`src/rtl/if_fetch_unit_if.sv`:
```
// if_fetch_unit_if: instruction-memory request/response bus
interface if_fetch_unit_if;
  logic        imem_req;
  logic [31:0] imem_addr;
  logic        imem_ready;
  logic        imem_rvalid;
  logic [31:0] imem_rdata;
  modport master(output imem_req, imem_addr, input imem_ready, imem_rvalid, imem_rdata);
  modport slave(input imem_req, imem_addr, output imem_ready, imem_rvalid, imem_rdata);
endinterface

```
`src/rtl/if_fetch_unit.sv`:
```
// if_fetch_unit: PC owner, single-outstanding imem fetch, one-entry IF/ID buffer
module if_fetch_unit #(
  parameter logic [31:0] RESET_PC  = 32'h0000_0000,
  parameter logic [31:0] NOP_INSTR = 32'h0000_0013
) (
  input  logic                  clk,
  input  logic                  reset,
  input  logic                  stall,
  input  logic                  redirect_valid,
  input  logic [31:0]           redirect_pc,
  if_fetch_unit_if.master       imem,
  output logic                  if_valid,
  output logic [31:0]           if_pc,
  output logic [31:0]           if_instr,
  output logic                  busy
);
  typedef enum logic [2:0] {IDLE, REQ, WAIT, HOLD, DRAIN} state_t;
  state_t      state, state_n;
  logic [31:0] pc, instr_buf;
  logic        pend_after;
  // next state; a redirect that leaves a response in flight must drain it first
  always_comb begin
    pend_after = (state == WAIT && !imem.imem_rvalid) || (state == REQ && imem.imem_ready) ||
                 (state == DRAIN && !imem.imem_rvalid);
    state_n = redirect_valid ? (pend_after ? DRAIN : REQ) :
              state == IDLE  ? REQ :
              state == REQ   ? (imem.imem_ready ? WAIT : REQ) :
              state == WAIT  ? (imem.imem_rvalid ? HOLD : WAIT) :
              state == HOLD  ? (stall ? HOLD : REQ) :
              state == DRAIN ? (imem.imem_rvalid ? REQ : DRAIN) : IDLE;
  end
  // state, pc, buffer and registered handshake outputs
  always_ff @(posedge clk or posedge reset) begin
    if (reset) begin
      state         <= IDLE;
      pc            <= RESET_PC;
      if_valid      <= 1'b0;
      if_pc         <= '0;
      instr_buf     <= NOP_INSTR;
      imem.imem_req <= 1'b0;
      busy          <= 1'b0;
    end else begin
      state         <= state_n;
      imem.imem_req <= state_n == REQ;
      busy          <= state_n == WAIT || state_n == DRAIN;
      if (redirect_valid) begin
        pc       <= redirect_pc & ~32'd3;
        if_valid <= 1'b0;
      end else if (state == WAIT && imem.imem_rvalid) begin
        instr_buf <= imem.imem_rdata;
        if_pc     <= pc;
        if_valid  <= 1'b1;
      end else if (state == HOLD && !stall) begin
        pc       <= pc + 32'd4;
        if_valid <= 1'b0;
      end
    end
  end
  assign imem.imem_addr = {pc[31:2], 2'b00};
  assign if_instr       = if_valid ? instr_buf : NOP_INSTR;
endmodule

```
`src/flat_wrapper.sv`:
```
// flat-port wrapper written by rule: the top's interface ports become plain ports
module if_fetch_unit_flat 
#(
  parameter logic [31:0] RESET_PC  = 32'h0000_0000,
  parameter logic [31:0] NOP_INSTR = 32'h0000_0013
)
  (clk, reset, stall, redirect_valid, redirect_pc, if_valid, if_pc, if_instr, busy, imem_imem_req, imem_imem_addr, imem_imem_ready, imem_imem_rvalid, imem_imem_rdata);
  if_fetch_unit_if imem_i ();
  input  logic clk;
  input  logic reset;
  input  logic stall;
  input  logic redirect_valid;
  input  logic [31:0] redirect_pc;
  output logic if_valid;
  output logic [31:0] if_pc;
  output logic [31:0] if_instr;
  output logic busy;
  output wire logic [$bits(imem_i.imem_req)-1:0] imem_imem_req;
  output wire logic [$bits(imem_i.imem_addr)-1:0] imem_imem_addr;
  input wire logic [$bits(imem_i.imem_ready)-1:0] imem_imem_ready;
  input wire logic [$bits(imem_i.imem_rvalid)-1:0] imem_imem_rvalid;
  input wire logic [$bits(imem_i.imem_rdata)-1:0] imem_imem_rdata;
  assign imem_imem_req = imem_i.imem_req;
  assign imem_imem_addr = imem_i.imem_addr;
  assign imem_i.imem_ready = imem_imem_ready;
  assign imem_i.imem_rvalid = imem_imem_rvalid;
  assign imem_i.imem_rdata = imem_imem_rdata;
  if_fetch_unit #(.RESET_PC(RESET_PC), .NOP_INSTR(NOP_INSTR)) u_core (.clk(clk), .reset(reset), .stall(stall), .redirect_valid(redirect_valid), .redirect_pc(redirect_pc), .imem(imem_i), .if_valid(if_valid), .if_pc(if_pc), .if_instr(if_instr), .busy(busy));
endmodule
```
`config.mk`:
```
export PLATFORM = sky130hd
export DESIGN_NAME = if_fetch_unit_flat
export DESIGN_NICKNAME = d
export VERILOG_FILES = /design/src/rtl/if_fetch_unit_if.sv /design/src/rtl/if_fetch_unit.sv /design/src/flat_wrapper.sv
export SDC_FILE = /design/constraint.sdc
export NUM_CORES = 1
export LEC_CHECK = 0
export ABC_AREA = 0
export CAP_MARGIN = 25
export CORE_ASPECT_RATIO = 0.6
export CORE_UTILIZATION = 30
export DETAILED_ROUTE_END_ITERATION = 8
export GPL_TIMING_DRIVEN = 0
export PLACE_DENSITY = 0.64
export SLEW_MARGIN = 20
export SYNTH_ARGS = -nofsm -noshare
export SYNTH_HDL_FRONTEND = slang
export SYNTH_SLANG_ARGS = --single-unit
```
`constraint.sdc`:
```
create_clock -name clk -period 10.5 [get_ports clk]
set_clock_uncertainty 0.2 [all_clocks]
set_input_delay 2.625 -clock clk [delete_from_list [all_inputs] [get_ports clk]]
set_output_delay 2.625 -clock clk [all_outputs]
set_load 0.005 [all_outputs]
```
## Yosys cells after proc, flatten, opt, wreduce, memory -nomap -nowiden

Cells that the tools add are included.

| storage, ports and cells | value |
|---|---|
| bits in registers | 102 |
| word-level logic and storage cells | 50 |
| output and inout bits | 99 |
| input port bits | 70 |

| cells by class | value |
|---|---|
| reduce and logical (&&, ||, !) cells | 15 |
| eq/ne operators | 8 |
| add/sub/neg operators | 1 |
| bitwise operators | 1 |
| multiplexer cells | 18 |

Operators by type and width:

| kind | number |
|---|---|
| two-way mux 32 bit | 4 |
| adder 32 x 3 -> 32 bit (second input constant) | 1 |
| two-way mux 3 bit | 8 |
| == test 3 x 2 -> 1 bit (second input constant) | 3 |
| == test 3 x 1 -> 1 bit (second input constant) | 2 |
| == test 3 bit (second input constant) | 2 |
| logical AND 1 bit | 5 |
| two-way mux 1 bit | 4 |
| two-way mux 2 bit | 2 |
| AND reduction 2 bit | 2 |
| zero test 3 bit | 1 |
| logical OR 1 bit | 3 |
| nonzero test 3 bit | 1 |
| zero test 1 bit | 2 |
| != test 2 bit (second input constant) | 1 |
| nonzero test 2 bit | 1 |
| NOT 1 bit | 1 |

## Logic depth before layout (Yosys ltp)

Gate-level depths: netlist of run 1.

| logic depth | value |
|---|---|
| depth after elaboration | 9 |
| mapped depth | 7 |
| depth with buffers taken out | 5 |

## Worst setup path after synthesis of run 1

OpenSTA, ideal clock, no wires.

| timing path | value |
|---|---|
| kind | input port to flip-flop |
| from | in stall |
| to | reg u_core.pc[17] |
| arrival | 4178 ps |
| data required time | 10218 ps |
| buffers on the path | 1 |
| setup slack | 6041 ps |
| setup time | 82 ps |
| stages on the path | 5 |
| cells stage by stage | nand4bb_4 or4_1 buf_2 or4_1 a31oi_1 |

| on the way | value |
|---|---|
| cells in the longest elaborated chain, start to end | 4 |

RTL lines:

| element | RTL line | text |
|---|---|---|
| start, declared | flat_wrapper.sv:11 | `input logic stall;` |
| zero test 1 bit | if_fetch_unit.sv:53 | `end else if (state == HOLD && !stall) begin` |
| logical AND 1 bit | if_fetch_unit.sv:53 |  |
| nonzero test 2 bit (no source line) | -- |  |
| AND reduction 2 bit (no source line) | -- |  |
| end signal, assigned | if_fetch_unit.sv:47 | `pc <= redirect_pc & ~32'd3;` |
| end signal, assigned | if_fetch_unit.sv:54 | `pc <= pc + 32'd4;` |
| end, declared | if_fetch_unit.sv:19 | `logic [31:0] pc, instr_buf;` |

No other way between the ends.
A chain may end at the register's enable or synchronous reset.

## Final worst setup path of run 1

| timing path | value |
|---|---|
| from | in redirect_valid |
| to | reg u_core.instr_buf[31] |

| on the way | value |
|---|---|
| cells in the longest elaborated chain, start to end | 2 |

RTL lines:

| element | RTL line | text |
|---|---|---|
| start, declared | flat_wrapper.sv:12 | `input logic redirect_valid;` |
| NOT 1 bit (no source line) | -- |  |
| AND reduction 2 bit (no source line) | -- |  |
| end signal, assigned | if_fetch_unit.sv:50 | `instr_buf <= imem.imem_rdata;` |
| end, declared | if_fetch_unit.sv:19 |  |

No other way between the ends.

==> impl_results.md, run 1 <==
* Leakage at 2.816 nW
* Maxcap violations at 0
* Io pins at 169
* Synth warn at 0
* PostCTS Resize Cnt at 0
* Most used cell, CP: clkbuf_1
* DR vias/cell at between 4 and 5
* Worst-path cell chain: clkdlybuf4s50_1, inv_1, nand4_1, clkbuf_1, clkbuf_1, mux2_2
* Max FO, Critical Path at 10
* Fillcell total at between 1000 and 1500
* CTS Buf Count at 9
* Kind of launch point of the worst setup path: input pin
* Post-synth EDFFs at 0
* Clock transition at path regs at 0.07 ns
* H-tree levels at 3
* Top FF cell, synth: dfrtp_1
* Clock Path Buffers at 2
* WP data required at roughly 11 ns
* Final period utilization at about half
* Post-Route WL at 14380 um
* Area growth, synth to finish at 47.18%
* Endpoints failing setup at 0
* Sink Count at 98
* Routed wl met2 at a little over 6000 um
* Layout cells sized above 1 at 14.52%
* Slowest CP cell: clkdlybuf4s50_1
* Synthesized cell area at 0.004673 sq mm
* Largest area contributor in the netlist: dfrtp_1
* Post-CTS Hold Fix Bufs at 0
* ANT cells at 0
* Synthesized instance count at 424
* CP Data Arrival Time at 5.21 ns
* Crit Path Category: input pin to register
* Top cells by area, synth: dfrtp_1 51%, mux2_2 14%, and2_1 4.0%
* DRC violations left at 0
* Hold crit path type: register to register
* Maximum VDD drop at between 70 and 80 uV
* Distinct cells, synth at 44
* Worst Tran Pin Value at 0.6789 ns
* Post-synthesis adder-cell area fraction at less than 1%
* Fmax at 192.6 MHz
* Pwr Density at roughly 180 mW/mm^2
* Largest net degree at the start of global routing at 62
* Slew headroom at 54.74%
* Antenna viol nets, final at 0
* XOR/XNOR Fraction of Synth Area at between 1.5 and 2%
* Die Span Y at 98.68 um
* Final hold vios at 0
* CP endpoint kind: register
* Status: finished clean
* Count of pins over their slew limit at 0
* GRT Overall Usage at 18.48%
* Unrepaired setup endpoints after global routing: no
* Metal-1 WL at 6628 um
* Root buffer selected by CTS: clkbuf_16
* GP Congestion at about 0.83
* DR top layer: met4
* Global-route wire length before repair at 22760 um
* Post-route setup TNS at 0 ns
* Nets at 673
* Top Family by Delay on Critical Path: buffers and inverters
* Post CTS Setup Buffer Count at 0
* Gr ovfl total at 0
* DP Wirelength at 10600 um
* Main combinational cell family by area after synthesis: simple AND/OR/NAND/NOR gates
* Top-area cell type share of the netlist area at 50.87%
* Yosys reg bits at 98
* Seq/Total Area, Yosys at approximately 53%
* DR WL met3 at ~1500 um
* Vias in the first global route at 4127
* Slowest stage delay, CP at 0.73 ns
* Buffers on Ports at around 160
* Area share of and/or/nand/nor cells after synthesis at 20.03%
* Detailed Route Iter0 Violations at about 220
* Die X at 163.1 um
* 1st-pass router iterations at 4
* Initial antenna violation count at 0
* # rows at 34
* Initial Util at 31.48%
* FFs w/ async S/R, synth at 100.0%
* Min Tclk post-route at between 5 and 6 ns
* Core area at 0.01485 sq mm
* Post-synthesis compound-gate area fraction at under 10%
* CTS tree: yes
* Via count at 4015
* Power Total at 1.256 mW
* Syn Area/Cell at 11.02 sq um
* WP buf/inv at 4
* Wire per inst at approximately 18 um
* Mux contribution to synthesized area at 14.19%
* Clock Latency Late Sink at 0.34 ns
* Die ar. at 0.01610 sq mm
[path summary, 6_finish.rpt]
kind                                        end  slack (ns)  cells past startpoint        startpoint
setup / recovery           u_core.instr_buf[31]        5.31                      6    redirect_valid
hold / removal                 u_core.if_pc[17]        0.29                      2  u_core.if_pc[17]
setup reg to reg           u_core.instr_buf[31]        7.82                      5   u_core.state[1]
hold reg to reg                u_core.if_pc[17]        0.29                      2  u_core.if_pc[17]
max in group asynchronous   u_core.instr_buf[4]        6.98                      3             reset
min in group asynchronous   u_core.instr_buf[6]        2.46                      2             reset
[worst min-delay path: stages, from the launching register on]
cell	delay [ns]
dfrtp_1	0.35
nand2_1	0.05
o21ai_0	0.06
[Yosys cell counts (all sizes together), types with 2 or more instances]
library cell / instances
o31ai: 10
o21ai: 20
a21oi: 2
nand2b: 4
nand3: 19
a31oi: 11
nor2b: 3
and2: 30
and3: 3
dfrtp: 95
nor2: 17
or4: 18
or3: 3
o211ai: 6
nand2: 36
xor2: 3
mux2: 58
nand4: 13
xnor2: 7
clkbuf: 19
dfstp: 3
buf: 9
nor4: 6
inv: 8
and4: 6
o311ai: 2
[placed cells by master (no fill, tap or decap), types with 17 or more instances in the layout]
cell type,n
clkdlybuf4s50_1,162
dfrtp_1,95
mux2_2,58
nand2_1,36
and2_1,30
clkbuf_1,20
o21ai_0,20
nand3_1,19
or4_1,18
nor2_1,17
[layout make-up]
cell class	count	area, sq um	share of cell area, %
plain buffers	28	135.1	1.965
clock buffers	11	232.7	3.384
clock inverters	4	53.80	0.7822
inverters	8	35.03	0.5094
multi-input cells	293	2063	30.00
flip-flops and latches	98	2456	35.71
well taps	198	247.7	3.602
repair buffers	164	1654	24.05
[through the flow]
step | instance area [sq um] | util [%] | cells | setup WS, ns | hold slack, ns
after detailed placement | 6586 | 44.36 | 788 | 4.900 | 0.2776
after floorplan | 4684 | - | 427 | 5.118 | 0.2706
after global placement | 6554 | 44.14 | 787 | 3.579 | 0.2688
after global routing | 6878 | 46.33 | 804 | 5.115 | 0.3084
final | 6878 | 46.33 | 804 | 5.309 | 0.2947
after CTS | 6873 | 46.29 | 803 | 5.249 | 0.2938
[logic make-up after synthesis]
kind of cell,Yosys count
flip-flops,98
AO/OA/AOI/OAI,55
XOR/XNOR,10
AND/OR/NAND/NOR,164
other,1
adder cells (fa/ha/maj),1
buffers and inverters,36
multiplexers,59
[where the power goes]
part           internal, mW  switching, mW  total [mW]
logic                 0.232          0.117       0.349
clock network         0.184          0.146       0.330
registers             0.500         0.0768       0.577
total                 0.917          0.339        1.26
[registers in the layout (all words and copies together), names as in the netlist]
name	flops
u_core.instr_buf	32
u_core.if_pc	30
u_core.pc	30
u_core.state	3
u_core.busy	1
u_core.if_valid	1
u_core.imem.imem_req	1
[metal layers]
layer  track usage (%)  vias up
met1             25.46     1959
met5                 0        -
li1                  -     1874
met2             27.66      172
met4             3.666        0
met3             6.944       10
(Power assumes the default switching activity.)
==> run 2: changes to the inputs <==
PLACE_DENSITY = 0.66   (was 0.64)
clock period = 4.7 ns   (was 10.5 ns; I/O delays follow)
==> impl_results.md, run 2 (synthesis gave the netlist of run 1 again) <==
* Worst Tran Pin Value at 0.6749 ns
* Die ar. at 0.01610 sq mm
* Final hold vios at 0
* Max FO, Critical Path at 10
* WP buf/inv at 4
* Most frequent cells in the layout: 162 x clkdlybuf4s50_1, 95 x dfrtp_1, 58 x mux2_2
* WP data required at between 4 and 5 ns
* Unrepaired setup endpoints after global routing: no
* Count of pins over their slew limit at 0
* Largest net degree at the start of global routing at 61
* Slowest stage delay, CP at 0.74 ns
* Biggest regs: u_core.instr_buf: 32 flops, u_core.if_pc: 30 flops, u_core.pc: 30 flops
* Initial antenna violation count at 0
* Final period utilization at 79.94%
* Fin util at 46.38%
* Gr ovfl total at 0
* Top Family by Delay on Critical Path: buffers and inverters
* CP Data Arrival Time at 3.78 ns
* Detailed Route Iter0 Violations at 209
* CP startpoint: redirect_valid
* Via count at a little over 4000
* DP Wirelength at 10530 um
* Maxcap violations at 0
* # rows at 34
* Status: finished clean
* Hold crit path type: register to register
* Endpoints failing setup at 0
* GP Congestion at around 0.81
* Slew headroom at 55.01%
* Antenna viol nets, final at 0
* Clock Latency Late Sink at about 0.35 ns
* Initial Util at 31.48%
* 1st-pass router iterations at 4
* Clock Path Buffers at 2
* Post-CTS Hold Fix Bufs at 0
* Kind of launch point of the worst setup path: input pin
* Root buffer selected by CTS: clkbuf_16
* Biggest register: u_core.instr_buf
* Area growth, synth to finish at 47.34%
* Maximum VDD drop at 187.8 uV
* Leakage at around 2.8 nW
* H-tree levels at 3
* Min Tclk post-route at around 3.8 ns
* Die Span Y at 98.68 um
* DR vias/cell at 5.034
* Die X at 163.1 um
* ANT cells at 0
* Layout cells sized above 1 at 14.83%
* Min-delay src: u_core.if_pc[17]
* R2R setup slack at 2.01 ns
* CTS Buf Count at 9
* Commonest non-fill, non-tap cell in the layout: clkdlybuf4s50_1
* GRT Overall Usage at 18.20%
* Post-route setup TNS at 0 ns
* Nets at approximately 670
* Buffers on Ports at 162
* Pwr Density at just over 400 mW/mm^2
* Sink Count at 98
* Crit Path Category: input pin to register
* Fmax at 266.2 MHz
* Most used cell, CP: clkbuf_1
* Worst-path cell chain: clkdlybuf4s50_1, inv_1, nand4_1, clkbuf_1, clkbuf_1, mux2_2
* PostCTS Resize Cnt at 0
* DRC violations left at 0
* Post-Route WL at between 10000 and 15000 um
* Clock transition at path regs at around 0.070 ns
* Wire per inst at 17.65 um
* R2R Path Start: u_core.pc[2]
* CTS tree: yes
* Slowest CP cell: clkdlybuf4s50_1
* Global-route wire length before repair at 22270 um
* Vias in the first global route at slightly above 4000
* Core area at 0.01485 sq mm
* CP endpoint kind: register
* Io pins at 169
* Number of flip-flops under the largest register name at 32
* Post CTS Setup Buffer Count at 0
## run 2: worst min-delay path, cell delays in order (launching register included)
cell     delay [ns]
dfrtp_1        0.35
nand2_1        0.05
o21ai_0        0.06
## run 2: final cells by class
type	count	area [sq um]
timing repair buffer	164	1654
inverter	8	35.03
tap	198	247.7
clock inverter	6	65.06
buffer	28	135.1
multi-input combinational	293	2063
clock buffer	10	229.0
sequential	98	2456
fill	1385	7961
## run 2: path summary, 6_finish.rpt
| check | endpoint | depth (start not counted) |
|---|---|---|
| max | u_core.instr_buf[31] | 6 |
| min reg2reg | u_core.if_pc[17] | 2 |
| min | u_core.if_pc[17] | 2 |
| max reg2reg | u_core.pc[31] | 4 |
| max in group asynchronous | u_core.if_pc[15] | 3 |
| min in group asynchronous | u_core.instr_buf[8] | 2 |
## run 2: per-stage QoR
step / hold slack (ns) / setup WS, ns / power, mW / instance area, sq um / std cells
CTS: 0.2901 / 0.8797 / 2.855 / 6880 / 804
global placement: 0.2684 / -0.7770 / 2.049 / 6554 / 787
finish: 0.2862 / 0.9428 / 2.816 / 6885 / 805
detailed placement: 0.2744 / 0.5285 / 2.095 / 6586 / 788
floorplan: 0.2706 / 0.7679 / 1.622 / 4684 / 427
global route: 0.3179 / 0.7384 / 2.982 / 6885 / 805
## run 2: power by group
part / internal, mW / total, mW / switching [mW] / leakage, nW
combinational: 0.518 / 0.778 / 0.259 / 1.45
clock: 0.414 / 0.751 / 0.336 / 0.143
sequential: 1.12 / 1.29 / 0.170 / 1.24
total: 2.05 / 2.82 / 0.766 / 2.83
## run 2: per-layer routing
metal	up-vias	GRT usage (%)	wire (um)
li1	1878	-	-
met1	1989	25.25	6601
met2	170	26.19	5956
met3	15	7.365	1484
met4	0	4.529	170
met5	-	0	0
==> run 3: changes to the inputs <==
PLACE_DENSITY = 0.64   (was 0.66)
clock period = 3.5 ns   (was 4.7 ns; I/O delays follow)
==> impl_results.md, run 3 (synthesis gave the netlist of run 1 again) <==
* Clock Latency Late Sink at 0.34 ns
* DRC violations left at 0
* Status: finished clean
* WP data required at between 3 and 4 ns
* Wire per inst at between 15 and 20 um
* Commonest non-fill, non-tap cell in the layout: clkdlybuf4s50_1
* # rows at 34
* Gr ovfl total at 0
* Global-route wire length before repair at 22840 um
* R2R Path Start: u_core.pc[2]
* Slowest CP cell: clkdlybuf4s50_1
* Slowest stage delay, CP at 0.72 ns
* Largest net degree at the start of global routing at 29
* Initial Util at 31.48%
* Die Span Y at ~99 um
* Post-CTS Hold Fix Bufs at 0
* Unrepaired setup endpoints after global routing: no
* Top Family by Delay on Critical Path: buffers and inverters
* WHS at 0.2811 ns
* Slew headroom at between 30% and 40%
* Biggest register: u_core.instr_buf
* Setup ws final at 0.1923 ns
* Layout cells sized above 1 at around 15%
* Number of flip-flops under the largest register name at 32
* Core area at 0.01485 sq mm
* CTS tree: yes
* Endpoints failing setup at 0
* Most used cell, CP: clkbuf_1
* DP Wirelength at 10750 um
* Post-placement setup slack at -0.3323 ns
* CTS Buf Count at 9
* Fmax at 302.3 MHz
* GP Congestion at 0.8297
* Post-Route WL at roughly 14000 um
* Final hold vios at 0
* Fillcell total at between 1000 and 1500
* Antenna viol nets, final at 0
* Die X at 163.1 um
* H-tree levels at 3
* Hold crit path type: register to register
* R2R Path End: u_core.pc[31]
* ANT cells at 0
* 1st-pass router iterations at 4
* Clock Path Buffers at 2
* Initial antenna violation count at 0
* Io pins at 169
* Maxcap violations at 0
* Via count at 4077
* Count of pins over their slew limit at 0
* Nets at around 680
* Buffers on Ports at 162
* Biggest regs: u_core.instr_buf: 32 flops, u_core.if_pc: 30 flops, u_core.pc: 30 flops
* Area growth, synth to finish at 48.59%
* DR vias/cell at 5.058
* Die ar. at 0.01610 sq mm
* Min-delay src: u_core.if_pc[17]
* R2R setup slack at 0.84 ns
* Crit Path Category: input pin to register
* Maximum VDD drop at 257.3 uV
* Worst Tran Pin Value at 0.9964 ns
* Leakage at 2.845 nW
* GRT Overall Usage at roughly 19%
* Hold depth at 2
* Root buffer selected by CTS: clkbuf_16
* Final period utilization at between 90% and 100%
* Clock transition at path regs at 0.07 ns
* WP buf/inv at 4
* Max FO, Critical Path at 10
* Detailed Route Iter0 Violations at 210
* CP Data Arrival Time at 3.34 ns
* Kind of launch point of the worst setup path: input pin
* Sink Count at 98
* CP endpoint kind: register
* Pwr Density at 548.0 mW/mm^2
* Vias in the first global route at 4107
* Min Tclk post-route at 3.308 ns
* Reg2Reg Depth at 4
* Worst Hold End: u_core.if_pc[17]
* Worst-path cell chain: clkdlybuf4s50_1, inv_1, nand4_1, clkbuf_1, clkbuf_1, mux2_2
* Most frequent cells in the layout: 162 x clkdlybuf4s50_1, 95 x dfrtp_1, 58 x mux2_2
-- run 3: cell types whose count changed in the layout (fill, tap and decap cells not counted), sizes merged --
cell	delta
clkinv	-3
buf	+3
inv	-2
clkinvlp	+3
-- run 3: through the flow --
step	power (mW)	TNS, ns	std cells	area [sq um]	util, %
2_1_floorplan	2.179	0	427	4688	-
6_report	3.806	0	806	6944	46.77
3_5_place_dp	2.823	-8.236	791	6645	44.76
4_1_cts	3.856	0	806	6940	46.75
5_1_grt	4.040	0	806	6944	46.77
3_3_place_gp	2.757	-7.241	787	6558	44.17
-- run 3: where the power goes --
| part | internal (mW) | leakage, nW | switching, mW |
|---|---|---|---|
| clock | 0.571 | 0.134 | 0.443 |
| combinational | 0.703 | 1.48 | 0.353 |
| sequential | 1.50 | 1.24 | 0.234 |
| total | 2.78 | 2.84 | 1.03 |
-- run 3: what timing repair did --
item	CTS	global route
resized for setup	0	6
endpoints found under the setup margin	0	30
buffers inserted	0	0
-- run 3: worst max path at each step --
stage / startpoint / endpoint / slack [ns] / cells past startpoint
after floorplan: stall / u_core.pc[17] / 0.79 / 5
after global routing: redirect_valid / u_core.instr_buf[23] / 0.06 / 6
after CTS: redirect_valid / u_core.if_pc[25] / 0.04 / 6
final: redirect_valid / u_core.instr_buf[23] / 0.19 / 6
after global placement: redirect_valid / u_core.if_pc[18] / -0.28 / 6
after detailed placement: redirect_valid / u_core.if_pc[25] / -0.33 / 6
-- run 3: layout make-up --
cell class | count | area [sq um] | share of cell area, %
Tap cell | 198 | 247.7 | 3.568
Clock inverter | 4 | 52.55 | 0.7568
Multi-Input combinational cell | 293 | 2063 | 29.71
Clock buffer | 11 | 242.7 | 3.495
Buffer | 28 | 138.9 | 2.000
Inverter | 8 | 33.78 | 0.4865
Timing Repair Buffer | 166 | 1709 | 24.61
Sequential cell | 98 | 2456 | 35.37
-- run 3: tightest hold or removal path: cells and delay by family (launching register included) --
kind / cells / cell delay (ns)
AO/OA/AOI/OAI: 1 / 0.06
flip-flops: 1 / 0.34
AND/OR/NAND/NOR: 1 / 0.05
-- run 3: per-layer routing --
layer / vias to the layer above / share of wire (%) / routed length, um / GRT usage [%]
met5: - / 0 / 0 / 0
met2: 190 / 41 / 5801 / 26.35
met4: 0 / 1.3 / 185 / 4.529
met1: 1984 / 47 / 6675 / 26.27
li1: 1884 / - / - / -
met3: 19 / 11 / 1521 / 7.239
